--- src/rtl/param_register_file.sv ---
// General/scratch register file: NUM_R general regs with a shadow bank for
// context save/restore, NUM_S scratch regs, two combinational read ports.

// One WIDTH-bit register applying the 8-op FunSel update when enabled, with a
// priority load path (used by the general regs for shadow restore).
module prf_cell #(
    parameter int WIDTH = 32
) (
    input  logic             clk,
    input  logic             rst,
    input  logic             en,
    input  logic [2:0]       fun_sel,
    input  logic [WIDTH-1:0] din,
    input  logic             load,
    input  logic [WIDTH-1:0] load_val,
    output logic [WIDTH-1:0] q
);
    logic [WIDTH-1:0] nxt;
    logic [WIDTH-1:0] hi_keep;

    // Upper bits kept by the low-half load; at WIDTH=16 there is nothing above bit 15.
    generate
        if (WIDTH > 16) begin : g_hi
            assign hi_keep = {q[WIDTH-1:16], 16'h0000};
        end else begin : g_no_hi
            assign hi_keep = '0;
        end
    endgenerate

    // Next value selected by FunSel; arithmetic wraps modulo 2**WIDTH.
    always_comb begin
        nxt = q;
        case (fun_sel)
            3'b000:  nxt = q - WIDTH'(1);
            3'b001:  nxt = q + WIDTH'(1);
            3'b010:  nxt = din;
            3'b011:  nxt = '0;
            3'b100:  nxt = WIDTH'(din[7:0]);
            3'b101:  nxt = hi_keep | WIDTH'(din[15:0]);
            3'b110:  nxt = {q[WIDTH-9:0], din[7:0]};
            default: nxt = WIDTH'($signed(din[15:0]));
        endcase
    end

    // Register: load (restore) beats the enabled FunSel update.
    always_ff @(posedge clk or posedge rst) begin
        if (rst)
            q <= '0;
        else if (load)
            q <= load_val;
        else if (en)
            q <= nxt;
    end
endmodule

module param_register_file #(
    parameter int WIDTH = 32,
    parameter int NUM_R = 4,
    parameter int NUM_S = 4,
    parameter int SELW  = 3
) (
    input  logic             Clock,
    input  logic             Reset,
    input  logic [WIDTH-1:0] I,
    input  logic [2:0]       FunSel,
    input  logic [NUM_R-1:0] RegSel,
    input  logic [NUM_S-1:0] ScrSel,
    input  logic [SELW-1:0]  OutASel,
    input  logic [SELW-1:0]  OutBSel,
    input  logic             Save,
    input  logic             Restore,
    output logic [WIDTH-1:0] OutA,
    output logic [WIDTH-1:0] OutB
);
    localparam int NUM_T   = NUM_R + NUM_S;
    localparam int NUM_SEL = 2 ** SELW;

    // Index k holds R(k+1) / S(k+1); enable bits are MSB-first (bit N-1 = reg 1).
    logic [NUM_R-1:0][WIDTH-1:0]   r_q;
    logic [NUM_R-1:0][WIDTH-1:0]   shadow;
    logic [NUM_S-1:0][WIDTH-1:0]   s_q;
    logic [NUM_SEL-1:0][WIDTH-1:0] rd_tab;

    generate
        for (genvar k = 0; k < NUM_R; k++) begin : g_r
            prf_cell #(.WIDTH(WIDTH)) u_cell (
                .clk      (Clock),
                .rst      (Reset),
                .en       (RegSel[NUM_R-1-k]),
                .fun_sel  (FunSel),
                .din      (I),
                .load     (Restore),
                .load_val (shadow[k]),
                .q        (r_q[k])
            );
        end

        for (genvar k = 0; k < NUM_S; k++) begin : g_s
            prf_cell #(.WIDTH(WIDTH)) u_cell (
                .clk      (Clock),
                .rst      (Reset),
                .en       (ScrSel[NUM_S-1-k]),
                .fun_sel  (FunSel),
                .din      (I),
                .load     (1'b0),
                .load_val ('0),
                .q        (s_q[k])
            );
        end

        // Read table padded to every select code; unused codes read 0.
        for (genvar t = 0; t < NUM_SEL; t++) begin : g_rd
            if (t < NUM_R) begin : g_rd_r
                assign rd_tab[t] = r_q[t];
            end else if (t < NUM_T) begin : g_rd_s
                assign rd_tab[t] = s_q[t-NUM_R];
            end else begin : g_rd_z
                assign rd_tab[t] = '0;
            end
        end
    endgenerate

    // Shadow snapshot of pre-edge R values; with Restore the cells swap atomically.
    always_ff @(posedge Clock or posedge Reset) begin
        if (Reset)
            shadow <= '0;
        else if (Save)
            shadow <= r_q;
    end

    assign OutA = rd_tab[OutASel];
    assign OutB = rd_tab[OutBSel];
endmodule

--- config.mk ---
export PLATFORM = sky130hd
export DESIGN_NAME = param_register_file
export DESIGN_NICKNAME = d
export VERILOG_FILES = /design/src/rtl/param_register_file.sv
export SDC_FILE = /design/constraint.sdc
export NUM_CORES = 2
export LEC_CHECK = 0
export ABC_AREA = 0
export CAP_MARGIN = 15
export CORE_MARGIN = 4
export CORE_UTILIZATION = 40
export CTS_CLUSTER_DIAMETER = 60
export DETAILED_ROUTE_END_ITERATION = 8
export RECOVER_POWER = 50
export SLEW_MARGIN = 0
export SYNTH_ARGS = -nofsm -noshare
export SYNTH_HDL_FRONTEND = slang
export SYNTH_HIERARCHICAL = 1
export SYNTH_SLANG_ARGS = --single-unit
--- constraint.sdc ---
create_clock -name Clock -period 5.15 [get_ports Clock]
set_clock_uncertainty 0.05 [all_clocks]
set_input_delay 1.03 -clock Clock [delete_from_list [all_inputs] [get_ports Clock]]
set_output_delay 1.03 -clock Clock [all_outputs]
set_load 0.01 [all_outputs]
==> results.ini <==
[finish]
fin_nets=5210
final_cells=6274
syn_to_final_growth_pct=11.6
drive_above_1_share_pct=12.4
final_area_um2=46100

[worst_setup_path]
ff2ff_path_depth=9
critPathArrivalTime_ns=5.05
end_kind=async pin
worstPathMaxFanout=62
reg2reg_setup_slack_ns=1.85
r2r_start=g_r[0].u_cell/q[4]
reg2reg_to=g_r[0].u_cell/q[21]
crit_required_ns=5.71
crit_type=in2async
critPathLaunchType=input port

[sta]
setup_tns_ns=0
min_period_ns=4.49
hold_violations=0
max_freq_mhz=223
rsz0062_at_grt=no
setup_viol=0
fin_hold_ws_ns=0.424
fin_ws_ns=0.662
slew_headroom_pct=-98.4
worst-slew-pin-transition_ns=2.98
fin_crit_sh_pct=87.1
drv_slew=360

[route]
routed_via_density=6.61
postRouteAntennaNets=0
drt_iter0_markers=4785
vias=41465
wl_per_cell_um=28.8
wl_um=180000
dr.pass1.iters=6
drc=0

[logic_synthesis]
ys_seq_area_share_pct=23.3
async_flop_share_pct=100
synthDistinctLibCells=105
synth_xor_xnor_area_share_pct=3.82
synth_top_family_by_area=compound AO/OA/AOI/OAI gates
yosys_warnings=6
synth-simple-area-share_pct=14.5
synth_adder_area_share_pct=9.36
ys.flop_type=dfrtp_1
syn_avg_cell_area_um2=8.68
synth_seq_cells=384
synth_mux_area_share_pct=13.8
synth_edf_count=0
synthesis.area_um2=41300
synth_compound_area_share_pct=30.6
syn_inst=4751

[pwr]
switching_share_pct=43.8
ir_worst_vdd_v=0.000277
switching_power_w=0.00703
internal-power_w=0.00904
power.share.combinational_pct=44.8
cellLeakagePower_nw=19.1
clockPowerShare_pct=25.2
cellPowerDensity_nw_per_um2=349
seqPwrFrac_pct=30.0

[hold_path]
hold_end=g_r[3].u_cell/q[3]
hp-start=shadow[99]
min-delay-path-class=reg2reg
holdPathStages=2

[cts]
ctsHoldBuffers=0
postCtsSetupBuffers=0
numCtsBuffers=57
h-tree-depth=2
cts_resized=0
clk_latency_ns=0.66
cts.sink_count=384
clockBufferDepth=3
clk_pin_slew_worst_paths_ns=0.05
cts_root_buffer=clkbuf_16
cts_tree=yes

[run_status]
status=complete, but fails checks
violations=capacitance limit, slew limit

[placed_design]
dpl.hpwl_um=133000
place_ws_ns=0.463
dp_cells=6162
place_congestion=1.01
placed_area_um2=44200
port-buffer-count=116

[global_route]
grt_pass1_vias=38350
grt_max_degree=107
grt_antenna_before_repair=17
grt_overflow=0
grt_pass1_wl_um=262000
grtUsageTotal_pct=32.2

[floorplanning]
dieArea_um2=108000
dieHeight_um=329
start_util_pct=40.4
ios=117
die_x_um=329
core_area_um2=102000
rows=117

[job]
cap_violations=9

## area by class of cell
type | count | area [µm²]
diodes | 8 | 20.0
inverters | 108 | 407
fillers | 10032 | 56000
multi-input cells | 4060 | 30300
flip-flops and latches | 384 | 9610
repair buffers | 242 | 2150
clock buffers | 76 | 1600
clock inverters | 28 | 302
well taps | 1368 | 1710
## synthesized netlist by cell type (all sizes together) (107+ instances only)
library cell  number  share of area, %
a22o             124               2.6
inv              107              0.97
a22oi            119               2.2
a21o             152               2.8
nand2            441               4.0
clkbuf           236               2.2
dfrtp            384                23
a21oi            506               6.3
ha               296               9.0
o31ai            113               2.2
mux4             128               7.8
o21ai            291               3.6
mux2             193               5.3
nor2             427               3.9
## worst max-delay path by stage
stage	from	to	slack (ns)	cells past startpoint
floorplan	FunSel[2]	g_r[0].u_cell/q[21]	0.18	13
global placement	FunSel[2]	g_r[1].u_cell/q[29]	0.41	13
detailed placement	FunSel[2]	g_r[1].u_cell/q[29]	0.46	13
CTS	OutBSel[2]	OutB[23]	0.79	4
global route	Reset	shadow[103]	0.38	4
finish	Reset	shadow[103]	0.66	4
## metal layers
| layer | GRT usage, % | wire length, µm |
|---|---|---|
| met1 | 43.7 | 74800 |
| met2 | 45.1 | 72100 |
| met3 | 11.8 | 23200 |
| met4 | 15.5 | 10200 |
| met5 | 0 | 58 |
## through the flow
stage | total power, W | utilization (%)
after global placement | 0.0117 | 43.3
after CTS | 0.0159 | 45.2
after global routing | 0.0168 | 45.1
after floorplan | 0.00925 | -
after detailed placement | 0.0118 | 43.3
final | 0.0161 | 45.1
## logic make-up (layout without fill, tap and decap cells)
group,Yosys count,in the layout
buf+inv,443,454
compound gates,1790,1790
xor+xnor,180,180
other cells,1,145
fa+ha+maj,304,304
simple gates,1301,1301
mux,348,348
flops,384,384
## power groups by stage
| stage | sequential (W) | clock, W | combinational, W |
|---|---|---|---|
| after detailed placement | 0.00477 | 0 | 0.00700 |
| final | 0.00483 | 0.00404 | 0.00720 |
| after global placement | 0.00475 | 0 | 0.00696 |
| after CTS | 0.00472 | 0.00410 | 0.00704 |
| after floorplan | 0.00406 | 0 | 0.00518 |
| after global routing | 0.00481 | 0.00420 | 0.00780 |
## cells in the final DEF, fill, tap and decap left out, types with 114 or more instances in the layout
cell type,n
mux2_2,189
ha_1,296
conb_1,137
nand2_1,434
a21oi_1,492
a21o_1,150
dfrtp_1,384
o21ai_0,223
a22oi_1,114
a22o_1,124
nor2_1,427
## worst max-delay path: stages
cell,delay [ns]
dlygate4sd3_1,0.55
clkbuf_1,0.52
clkinvlp_2,1.76
clkbuf_4,1.12
## flip-flops by register name, summed over array words and instances, names as in the netlist
signal and flops:
g_r.u_cell/q 128, shadow 128, g_s.u_cell/q 128
(Power assumes the default switching activity.)
